--- src/rtl/rv_inst_encoder.sv ---
// -----------------------------------------------------------------------------
// rv_inst_encoder
//   Packs a field-level RV32I instruction description into a 32-bit instruction
//   word. The immediate is checked against the range and alignment that the
//   selected format can represent. An illegal descriptor is emitted as an
//   all-zero word with out_err set.
//   The result sits in a one-deep registered valid/ready stage, tagged with the
//   instruction-memory address taken from an auto-incrementing write pointer.
//
// Ports
//   clk, rst          clock, synchronous active-high reset
//   in_valid/in_ready input descriptor handshake
//   opcode, rd, rs1, rs2, funct3, funct7, imm
//                     descriptor fields (imm is the sign-extended
//                     architectural value)
//   addr_load/addr_in reload the write pointer (word aligned)
//   out_valid/out_ready
//                     output handshake
//   out_inst          encoded instruction (0 when illegal)
//   out_addr          memory address for out_inst
//   out_err           descriptor was illegal
//   err_count         saturating count of accepted illegal descriptors
// -----------------------------------------------------------------------------
module rv_inst_encoder #(
  parameter logic [31:0] BASE_ADDR = 32'h0000_0000,
  parameter int          CNT_W     = 8
) (
  input  logic             clk,
  input  logic             rst,
  input  logic             in_valid,
  output logic             in_ready,
  input  logic [6:0]       opcode,
  input  logic [4:0]       rd,
  input  logic [4:0]       rs1,
  input  logic [4:0]       rs2,
  input  logic [2:0]       funct3,
  input  logic [6:0]       funct7,
  input  logic [31:0]      imm,
  input  logic             addr_load,
  input  logic [31:0]      addr_in,
  output logic             out_valid,
  input  logic             out_ready,
  output logic [31:0]      out_inst,
  output logic [31:0]      out_addr,
  output logic             out_err,
  output logic [CNT_W-1:0] err_count
);

  localparam logic [6:0] OP_R      = 7'b0110011;
  localparam logic [6:0] OP_IMM    = 7'b0010011;
  localparam logic [6:0] OP_LOAD   = 7'b0000011;
  localparam logic [6:0] OP_JALR   = 7'b1100111;
  localparam logic [6:0] OP_STORE  = 7'b0100011;
  localparam logic [6:0] OP_BRANCH = 7'b1100011;
  localparam logic [6:0] OP_JAL    = 7'b1101111;
  localparam logic [6:0] OP_LUI    = 7'b0110111;
  localparam logic [6:0] OP_AUIPC  = 7'b0010111;

  // Masks cover the field's sign bit and every bit above it.
  localparam logic [31:0] MASK_I = 32'hFFFF_F800;  // sign bit 11
  localparam logic [31:0] MASK_B = 32'hFFFF_F000;  // sign bit 12
  localparam logic [31:0] MASK_J = 32'hFFF0_0000;  // sign bit 20

  // The value fits when every masked bit equals the sign bit, that is when the
  // masked bits are either all zero or all one.
  function automatic logic imm_fits(input logic [31:0] v, input logic [31:0] mask);
    return ((v & mask) == 32'h0000_0000) || ((v & mask) == mask);
  endfunction

  logic [31:0]      r_out_inst;
  logic [31:0]      r_out_addr;
  logic [31:0]      r_wr_ptr;
  logic             r_out_valid;
  logic             r_out_err;
  logic [CNT_W-1:0] r_err_count;

  logic [31:0]      w_inst;
  logic             w_legal;
  logic             w_accept;
  logic [31:0]      w_addr;
  logic             w_cnt_max;

  assign in_ready  = !r_out_valid || out_ready;
  assign w_accept  = in_valid && in_ready;
  // A load in the accept cycle supplies this word's address.
  assign w_addr    = addr_load ? addr_in : r_wr_ptr;
  assign w_cnt_max = &r_err_count;

  assign out_valid = r_out_valid;
  assign out_inst  = r_out_inst;
  assign out_addr  = r_out_addr;
  assign out_err   = r_out_err;
  assign err_count = r_err_count;

  // Format selection, field packing and immediate legality
  always_comb begin
    w_inst  = 32'h0000_0000;
    w_legal = 1'b0;
    case (opcode)
      OP_R: begin
        w_inst  = {funct7, rs2, rs1, funct3, rd, opcode};
        w_legal = 1'b1;
      end
      OP_IMM, OP_LOAD, OP_JALR: begin
        w_inst  = {imm[11:0], rs1, funct3, rd, opcode};
        w_legal = imm_fits(imm, MASK_I);
      end
      OP_STORE: begin
        w_inst  = {imm[11:5], rs2, rs1, funct3, imm[4:0], opcode};
        w_legal = imm_fits(imm, MASK_I);
      end
      OP_BRANCH: begin
        w_inst  = {imm[12], imm[10:5], rs2, rs1, funct3, imm[4:1], imm[11], opcode};
        w_legal = imm_fits(imm, MASK_B) && (imm[0] == 1'b0);
      end
      OP_JAL: begin
        w_inst  = {imm[20], imm[10:1], imm[11], imm[19:12], rd, opcode};
        w_legal = imm_fits(imm, MASK_J) && (imm[0] == 1'b0);
      end
      OP_LUI, OP_AUIPC: begin
        w_inst  = {imm[31:12], rd, opcode};
        w_legal = (imm[11:0] == 12'h000);
      end
      default: begin
        w_inst  = 32'h0000_0000;
        w_legal = 1'b0;
      end
    endcase
  end

  // Output stage, write pointer and error counter
  always_ff @(posedge clk) begin
    if (rst) begin
      r_out_valid <= 1'b0;
      r_out_inst  <= 32'h0000_0000;
      r_out_addr  <= 32'h0000_0000;
      r_out_err   <= 1'b0;
      r_err_count <= '0;
      r_wr_ptr    <= BASE_ADDR;
    end else if (w_accept) begin
      r_out_valid <= 1'b1;
      r_out_inst  <= w_legal ? w_inst : 32'h0000_0000;
      r_out_err   <= !w_legal;
      r_out_addr  <= w_addr;
      r_wr_ptr    <= w_addr + 32'd4;
      if (!w_legal && !w_cnt_max) begin
        r_err_count <= r_err_count + {{(CNT_W-1){1'b0}}, 1'b1};
      end else begin
        r_err_count <= r_err_count;
      end
    end else begin
      // Data fields hold after a transfer; only the valid flag drops.
      if (r_out_valid && out_ready) begin
        r_out_valid <= 1'b0;
      end else begin
        r_out_valid <= r_out_valid;
      end
      if (addr_load) begin
        r_wr_ptr <= addr_in;
      end else begin
        r_wr_ptr <= r_wr_ptr;
      end
    end
  end

endmodule

--- config.mk ---
export PLATFORM = sky130hd
export DESIGN_NAME = rv_inst_encoder
export DESIGN_NICKNAME = d
export VERILOG_FILES = /design/src/rtl/rv_inst_encoder.sv
export SDC_FILE = /design/constraint.sdc
export NUM_CORES = 1
export LEC_CHECK = 0
export CORE_MARGIN = 4
export CORE_UTILIZATION = 38
export DETAILED_ROUTE_END_ITERATION = 10
export GPL_TIMING_DRIVEN = 0
export PLACE_DENSITY_LB_ADDON = 0.05
export SETUP_SLACK_MARGIN = 0.15
export SLEW_MARGIN = 20
export SYNTH_ARGS = -nofsm -noshare
export SYNTH_HDL_FRONTEND = slang
export SYNTH_SLANG_ARGS = --single-unit
--- constraint.sdc ---
create_clock -name clk -period 2.65 [get_ports clk]
set_clock_uncertainty 0.1 [all_clocks]
set_input_delay 0.3975 -clock clk [delete_from_list [all_inputs] [get_ports clk]]
set_output_delay 0.3975 -clock clk [all_outputs]
set_load 0.03 [all_outputs]
==> impl_metrics.json, run 1 <==
{
  "outcome": "finished clean",
  "critical_path.slowest_cell": "sky130_fd_sc_hd__or4_1",
  "timing.critical_path.cells": "clkdlybuf4s50_1 > mux2i_4 > inv_1 > ha_1 > and3_1 > clkbuf_2 > nand4_1 > or4_1 > a211oi_2",
  "synth.cell_area_um2": 5279,
  "worst_ep_required_time_ps": 2820,
  "nNetsFinal": 911,
  "synth-async-reset-ratio_pct": 0,
  "placed_area_um2": 7241,
  "placeableCoreArea_um2": 13400,
  "crit_cells": 9,
  "cts-root-to-sink-buffers": 2,
  "capture_point_of_the_worst_reg_to_reg_path": "r_wr_ptr[31]",
  "grt_pass1_wl_um": 29010,
  "critical_path.n_buffers_inverters": 3,
  "yosysUniqueCellTypes": 57,
  "place.gp.congestion": 0.8802,
  "fin_area_um2": 7903,
  "drc_errors": 0,
  "whs_path_depth": 3,
  "vias": 5565,
  "dp.final_hpwl_um": 13970,
  "htreeDepth": 3,
  "synthesis.instances": 613,
  "firstDrtPassIters": 5,
  "finalHoldViolations": 0,
  "start_util_pct": 39.39,
  "post-route-period-util_pct": 92.79,
  "residual_overflow_from_global_routing": 0,
  "worst-r2r-setup-slack_ps": 380,
  "totalNegativeSetupSlack_ps": 0,
  "finalSetupViolations": 0,
  "rows": 42,
  "synth.ff_latch_count": 106,
  "vias_per_cell": 5.616,
  "power_mw": 3.928,
  "dr.first_iter.drc_count": 406,
  "dieWidth_um": 125.9,
  "drv.max_cap_violation_count": 0,
  "synthToLayoutAreaGrowth_pct": 49.70,
  "ys_top_cells_by_area": "sky130_fd_sc_hd__dfxtp_1 40%, sky130_fd_sc_hd__nor2_1 5.3%, sky130_fd_sc_hd__mux2i_1 4.9%, sky130_fd_sc_hd__a211oi_1 4.3%, sky130_fd_sc_hd__nand2_1 4.1%",
  "grt_antenna_before_repair": 2,
  "die_y_um": 125.9,
  "path_clk_slew_ps": 70,
  "pwr_density_cell_nw_per_um2": 497.1,
  "io_buffer_count": 174,
  "worstHoldEndpoint": "out_inst[5]",
  "vdd_ir_drop_max_v": 0.0002895,
  "holdCritPathClass": "in -> reg",
  "worstRegToRegCells": 6,
  "drt.antenna.violating_nets": 0,
  "first_global_vias": 5543,
  "post_synth.cell_area_avg_um2": 8.611,
  "final_period_minus_worst_setup_slack_ps": 2459,
  "critical_path_arrival_ps": 2630,
  "synth_flop_cell": "sky130_fd_sc_hd__dfxtp_1",
  "synth.largest_area_cell": "sky130_fd_sc_hd__dfxtp_1",
  "synth.net_count": 716,
  "rsz0062_at_grt": "true",
  "path_class": "in -> reg",
  "cts.root.buffer_cell": "sky130_fd_sc_hd__clkbuf_16",
  "cp-start-kind": "input pin",
  "worst_slew_margin_rel_pct": 42.53,
  "yosysWarningCount": 0,
  "r2r_start": "r_wr_ptr[22]",
  "die-area_um2": 15840,
  "p_leak_nw": 3.040,
  "grt_usage_pct": 22.65,
  "pin_count": 176,
  "layout-drive-gt1-share_pct": 12.05,
  "post-synth-top-area-fraction_pct": 40.20,
  "critPathMaxStageDelay_ps": 570,
  "postRouteWirelength_um": 18570,
  "yosysSeqAreaShare_pct": 40.20,
  "clock_latency_ps": 350,
  "grt_max_degree": 17,
  "kind_of_end_point_of_the_critical_path": "flip-flop",
  "cts_made_buffers": 9,
  "wl_per_cell_um": 18.74,
  "slew_viol_final": 0,
  "tritoncts_clock_tree": "done",
  "hold_path.startpoint": "opcode[5]",
  "cts_num_sinks": 106,
  "fin_hold_ws_ps": 352.8,
  "synth_enable_flop_cells": 0,
  "timing.critical_path.fanout_max": 4,
  "worst_path_dominant_cell_family": "simple AND/OR/NAND/NOR gates",
  "cts_hold_buffers": 0,
  "pin_slew_with_the_least_headroom_to_its_limit_ps": 845.3,
  "clock.fmax_mhz": 406.7
}
==> per-layer routing <==
metal / vias to the layer above / wire length (µm) / GRT usage, %
li1: 2652 / - / -
met1: 2695 / 8456 / 30.24
met2: 190 / 8499 / 35.43
met3: 28 / 1257 / 6.816
met4: 0 / 359 / 7.003
met5: - / 0 / 0
==> tightest hold or removal path: cells and delay by family <==
kind	cells	cell delay (ps)
buffers and inverters	1	190
and+or+nand+nor	1	110
AOI/OAI and AO/OA	1	60
==> synth_stat cells (3+ instances only) <==
library cell	instances
sky130_fd_sc_hd__nor3b_1	4
sky130_fd_sc_hd__buf_2	4
sky130_fd_sc_hd__nor4_1	19
sky130_fd_sc_hd__nor2b_1	9
sky130_fd_sc_hd__o31ai_1	3
sky130_fd_sc_hd__nand3_1	19
sky130_fd_sc_hd__mux2_2	11
sky130_fd_sc_hd__nand2_1	58
sky130_fd_sc_hd__and3_1	8
sky130_fd_sc_hd__mux2i_1	26
sky130_fd_sc_hd__a211oi_1	30
sky130_fd_sc_hd__nand2b_1	5
sky130_fd_sc_hd__dfxtp_1	106
sky130_fd_sc_hd__a22oi_1	17
sky130_fd_sc_hd__nand4b_1	5
sky130_fd_sc_hd__o21ai_0	34
sky130_fd_sc_hd__a21oi_1	11
sky130_fd_sc_hd__a221oi_1	4
sky130_fd_sc_hd__buf_1	5
sky130_fd_sc_hd__a21o_1	4
sky130_fd_sc_hd__nor2_1	74
sky130_fd_sc_hd__inv_1	7
sky130_fd_sc_hd__or4_1	3
sky130_fd_sc_hd__or2_2	3
sky130_fd_sc_hd__or3_1	3
sky130_fd_sc_hd__xor2_1	13
sky130_fd_sc_hd__a222oi_1	10
sky130_fd_sc_hd__and2_1	5
sky130_fd_sc_hd__clkbuf_1	30
sky130_fd_sc_hd__nand3b_1	9
sky130_fd_sc_hd__nor3_1	14
sky130_fd_sc_hd__nand4_1	14
sky130_fd_sc_hd__xnor2_1	10
==> how the worst max path moves through the flow <==
stage,start,to
2_1_floorplan,out_valid,r_wr_ptr[31]
3_3_place_gp,opcode[3],out_inst[26]
3_5_place_dp,opcode[3],out_inst[27]
4_1_cts,imm[26],err_count[4]
5_1_grt,addr_in[3],r_wr_ptr[20]
6_report,addr_in[2],r_wr_ptr[20]
==> registers in the layout, indices dropped and copies added (netlist names) <==
| register | cells |
|---|---|
| err_count | 8 |
| out_addr | 32 |
| out_err | 1 |
| out_inst | 32 |
| out_valid | 1 |
| r_wr_ptr | 32 |
==> per-stage QoR <==
stage	worst slack, ps	cells	utilization, %
6_report	191.2	991	58.97
5_1_grt	104.2	991	58.97
4_1_cts	144.5	987	57.94
3_5_place_dp	-757.6	963	54.03
3_3_place_gp	-750.0	963	54.03
2_1_floorplan	183.5	613	-
==> cell type report <==
cell class              instances  area, µm²
well taps                     176      220.2
flip-flops and latches        106       2122
clock inverters                 5      77.57
repair buffers                184       1829
inverters                       7      26.28
clock buffers                  11      242.7
diodes                          2      5.005
fillers                      1214       5498
plain buffers                  43      234.0
multi-input cells             457       3146
==> power breakdown <==
| part | internal (mW) | switching [mW] |
|---|---|---|
| sequential | 1.67 | 0.0489 |
| combinational | 0.345 | 0.396 |
| clock | 0.852 | 0.618 |
==> layout by cell type, fill, tap and decap left out, types with 13 or more instances in the layout <==
| cell type | n |
|---|---|
| sky130_fd_sc_hd__nor2_1 | 72 |
| sky130_fd_sc_hd__nand3_1 | 17 |
| sky130_fd_sc_hd__nor3_1 | 13 |
| sky130_fd_sc_hd__nand2_1 | 58 |
| sky130_fd_sc_hd__dfxtp_1 | 106 |
| sky130_fd_sc_hd__xor2_1 | 13 |
| sky130_fd_sc_hd__clkbuf_1 | 18 |
| sky130_fd_sc_hd__clkdlybuf4s50_1 | 162 |
| sky130_fd_sc_hd__a22oi_1 | 15 |
| sky130_fd_sc_hd__o21ai_0 | 32 |
| sky130_fd_sc_hd__nand4_1 | 14 |
| sky130_fd_sc_hd__a211oi_1 | 29 |
| sky130_fd_sc_hd__mux2i_1 | 23 |
==> what timing repair did <==
item / in CTS / in global routing
buffers inserted: 7 / 2
endpoints found under the setup margin: 82 / 64
gates resized for setup: 42 / 38
pin swaps: 6 / 9
cloned: 1 / 0
==> cells by family (layout without fill, tap and decap cells) <==
group	after synthesis	count (layout)	synth area share, %
xor gates and xnor gates	23	23	3.816
adders and majority gates	2	2	0.4740
muxes	38	38	7.537
DFF	106	106	40.20
buffers and inverters	50	250	4.077
AOI/OAI and AO/OA	132	132	17.90
other	0	2	0
and+or+nand+nor	262	262	26.00
Power figures use the tool's default switching activity.
==> run 2, diff against run 1 <==
- CELL_PAD_IN_SITES_DETAIL_PLACEMENT: unset -> 0
- CELL_PAD_IN_SITES_GLOBAL_PLACEMENT: unset -> 2
- CORE_UTILIZATION: 38 -> 26
==> run 2 against run 1 <==
Effect of this change: critical path depth is the same; wire length grew 13%; final cell count grew 9.4%; critical path type unchanged; worst setup slack gained 35 ps; combinational power grew 2%; hold slack lost 34 ps; cell area grew 2.7%; global-route usage shrank 4.5 points; highest routed layer is now met5; clock power shrank 8%; register-to-register slack gained 20 ps; count of clock-buffer cells in the layout grew 1.
==> impl_metrics.json, run 2 (synthesized netlist as in run 1, its figures left out) <==
{
  "die-area_um2": 22650,
  "capture_point_of_the_worst_reg_to_reg_path": "r_wr_ptr[31]",
  "dp.final_hpwl_um": 15520,
  "grt_antenna_before_repair": 4,
  "outcome": "finished clean",
  "clock.fmax_mhz": 412.5,
  "worst_slew_margin_rel_pct": 42.72,
  "path_class": "in -> reg",
  "grt.met3_usage_pct": 4.726,
  "final.fill_count": 2008,
  "finalHoldViolations": 0,
  "cts.root.buffer_cell": "sky130_fd_sc_hd__clkbuf_16",
  "timing.critical_path.fanout_max": 10,
  "rows": 51,
  "vias_per_cell": 5.137,
  "totalNegativeSetupSlack_ps": 0,
  "kind_of_end_point_of_the_critical_path": "flip-flop",
  "r2r_start": "r_wr_ptr[22]",
  "grt_pass1_wl_um": 31790,
  "worstHoldEndpoint": "out_inst[5]",
  "vdd_ir_drop_max_v": 0.0002705,
  "cp-start-kind": "input pin",
  "cts_hold_buffers": 0,
  "pin_count": 176,
  "drt.antenna.violating_nets": 0,
  "fin_area_um2": 8114,
  "use_met1_pct": 21.94,
  "layout_commonest_cell": "sky130_fd_sc_hd__clkdlybuf4s50_1",
  "vias": 5569,
  "whs_path_depth": 3,
  "placed_area_um2": 7352,
  "firstDrtPassIters": 6,
  "htreeDepth": 3,
  "layout.area.seq_um2": 2122,
  "first_global_vias": 5573,
  "pwr_density_cell_nw_per_um2": 471.9,
  "pin_slew_with_the_least_headroom_to_its_limit_ps": 842.6,
  "holdCritPathClass": "in -> reg",
  "power_mw": 3.829,
  "cts-root-to-sink-buffers": 2,
  "drc_errors": 0,
  "worst-r2r-setup-slack_ps": 400,
  "placeableCoreArea_um2": 19720,
  "layout-drive-gt1-share_pct": 14.06,
  "die_y_um": 150.5,
  "dieWidth_um": 150.5,
  "io_buffer_count": 174,
  "multiInputGateArea_um2": 3196,
  "nNetsFinal": 916,
  "cts_num_sinks": 106,
  "layout.cells.most_common_list": "157 x sky130_fd_sc_hd__clkdlybuf4s50_1, 106 x sky130_fd_sc_hd__dfxtp_1, 72 x sky130_fd_sc_hd__nor2_1",
  "place.gp.congestion": 0.8882,
  "drv.max_cap_violation_count": 0,
  "worst_ep_required_time_ps": 2820,
  "synthToLayoutAreaGrowth_pct": 53.71,
  "cts_made_buffers": 9,
  "hold_path.startpoint": "opcode[1]",
  "grt_usage_pct": 18.15,
  "rsz0062_at_grt": "true",
  "p_leak_nw": 3.139,
  "post-route-period-util_pct": 91.48,
  "finalSetupViolations": 0,
  "dr.first_iter.drc_count": 248,
  "slew_viol_final": 0,
  "globalRouteMet2Util_pct": 31.64,
  "critical_path_arrival_ps": 2590,
  "wl_per_cell_um": 19.30,
  "grt_max_degree": 18,
  "path_clk_slew_ps": 70,
  "worstRegToRegCells": 6,
  "grt_most_used_layer": "met2",
  "final_period_minus_worst_setup_slack_ps": 2424,
  "postRouteWirelength_um": 20920,
  "tritoncts_clock_tree": "done",
  "clock_latency_ps": 350,
  "start_util_pct": 26.77,
  "residual_overflow_from_global_routing": 0
}
==> run 2: cell count changes in the layout (fill, tap and decap cells not counted), sizes merged, moves of 2 or more <==
| cell | before | now |
|---|---|---|
| dlymetal6s2s | 8 | 14 |
| buf | 24 | 28 |
| clkdlybuf4s50 | 162 | 157 |
| bufinv | 2 | 0 |
==> run 2: where the power goes <==
| group | leakage [nW] | switching (mW) | internal [mW] | total, mW |
|---|---|---|---|---|
| logic | 2.13 | 0.406 | 0.349 | 0.755 |
| clock network | 0.139 | 0.655 | 0.699 | 1.35 |
| registers | 0.869 | 0.0518 | 1.67 | 1.72 |
| total | 3.14 | 1.11 | 2.72 | 3.83 |
==> run 2: area by class of cell <==
| cell class | instances | share of cell area, % |
|---|---|---|
| tap | 265 | 4.086 |
| buffer | 43 | 3.177 |
| timing repair buffer | 189 | 23.27 |
| clock inverter | 4 | 0.4163 |
| multi-input combinational | 457 | 39.38 |
| sequential | 106 | 26.15 |
| antenna | 1 | 0.03084 |
| clock buffer | 12 | 3.161 |
| inverter | 7 | 0.3238 |
==> run 2: timing repair <==
| item | in CTS | in global routing |
|---|---|---|
| pin swaps | 9 | 14 |
| gates cloned | 2 | 0 |
| endpoints found under the hold margin | 0 | 0 |
| setup buffers | 7 | 6 |
| resized for setup | 58 | 55 |
| setup endpoints to repair | 89 | 63 |
==> run 2: worst max-delay path, stage by stage <==
cell,delay (ps)
sky130_fd_sc_hd__clkdlybuf4s50_1,560
sky130_fd_sc_hd__nand4_1,210
sky130_fd_sc_hd__nor3_4,320
sky130_fd_sc_hd__a2bb2oi_2,120
sky130_fd_sc_hd__a221oi_4,370
sky130_fd_sc_hd__o31ai_2,100
sky130_fd_sc_hd__clkbuf_4,160
sky130_fd_sc_hd__clkbuf_4,190
sky130_fd_sc_hd__o21ai_0,170
==> run 2: metrics by stage <==
stage / instances / hold slack (ps) / setup WS (ps) / utilization [%]
final: 1084 / 319.1 / 225.7 / 41.15
after global routing: 1084 / 338.0 / 146.7 / 41.15
after CTS: 1077 / 361.2 / 153.0 / 40.07
after detailed placement: 1052 / 344.5 / -819.9 / 37.29
after global placement: 1052 / 334.9 / -845.7 / 37.29
after floorplan: 613 / 356.4 / 183.5 / -
==> run 2: layer usage <==
layer / wire, µm / vias up
li1: - / 2665
met1: 8676 / 2686
met2: 10340 / 185
met3: 1500 / 27
met4: 373 / 6
met5: 29 / -
==> run 2: worst max path at each step <==
stage           startpoint           end  slack [ps]  depth (start not counted)
3_3_place_gp     addr_load  r_wr_ptr[30]        -850                         11
2_1_floorplan    out_valid  r_wr_ptr[31]         180                          6
6_report           imm[28]   out_inst[3]         230                          9
3_5_place_dp     addr_load  out_addr[24]        -820                          8
4_1_cts          opcode[1]  err_count[7]         150                         10
5_1_grt        addr_in[24]  r_wr_ptr[31]         150                          7
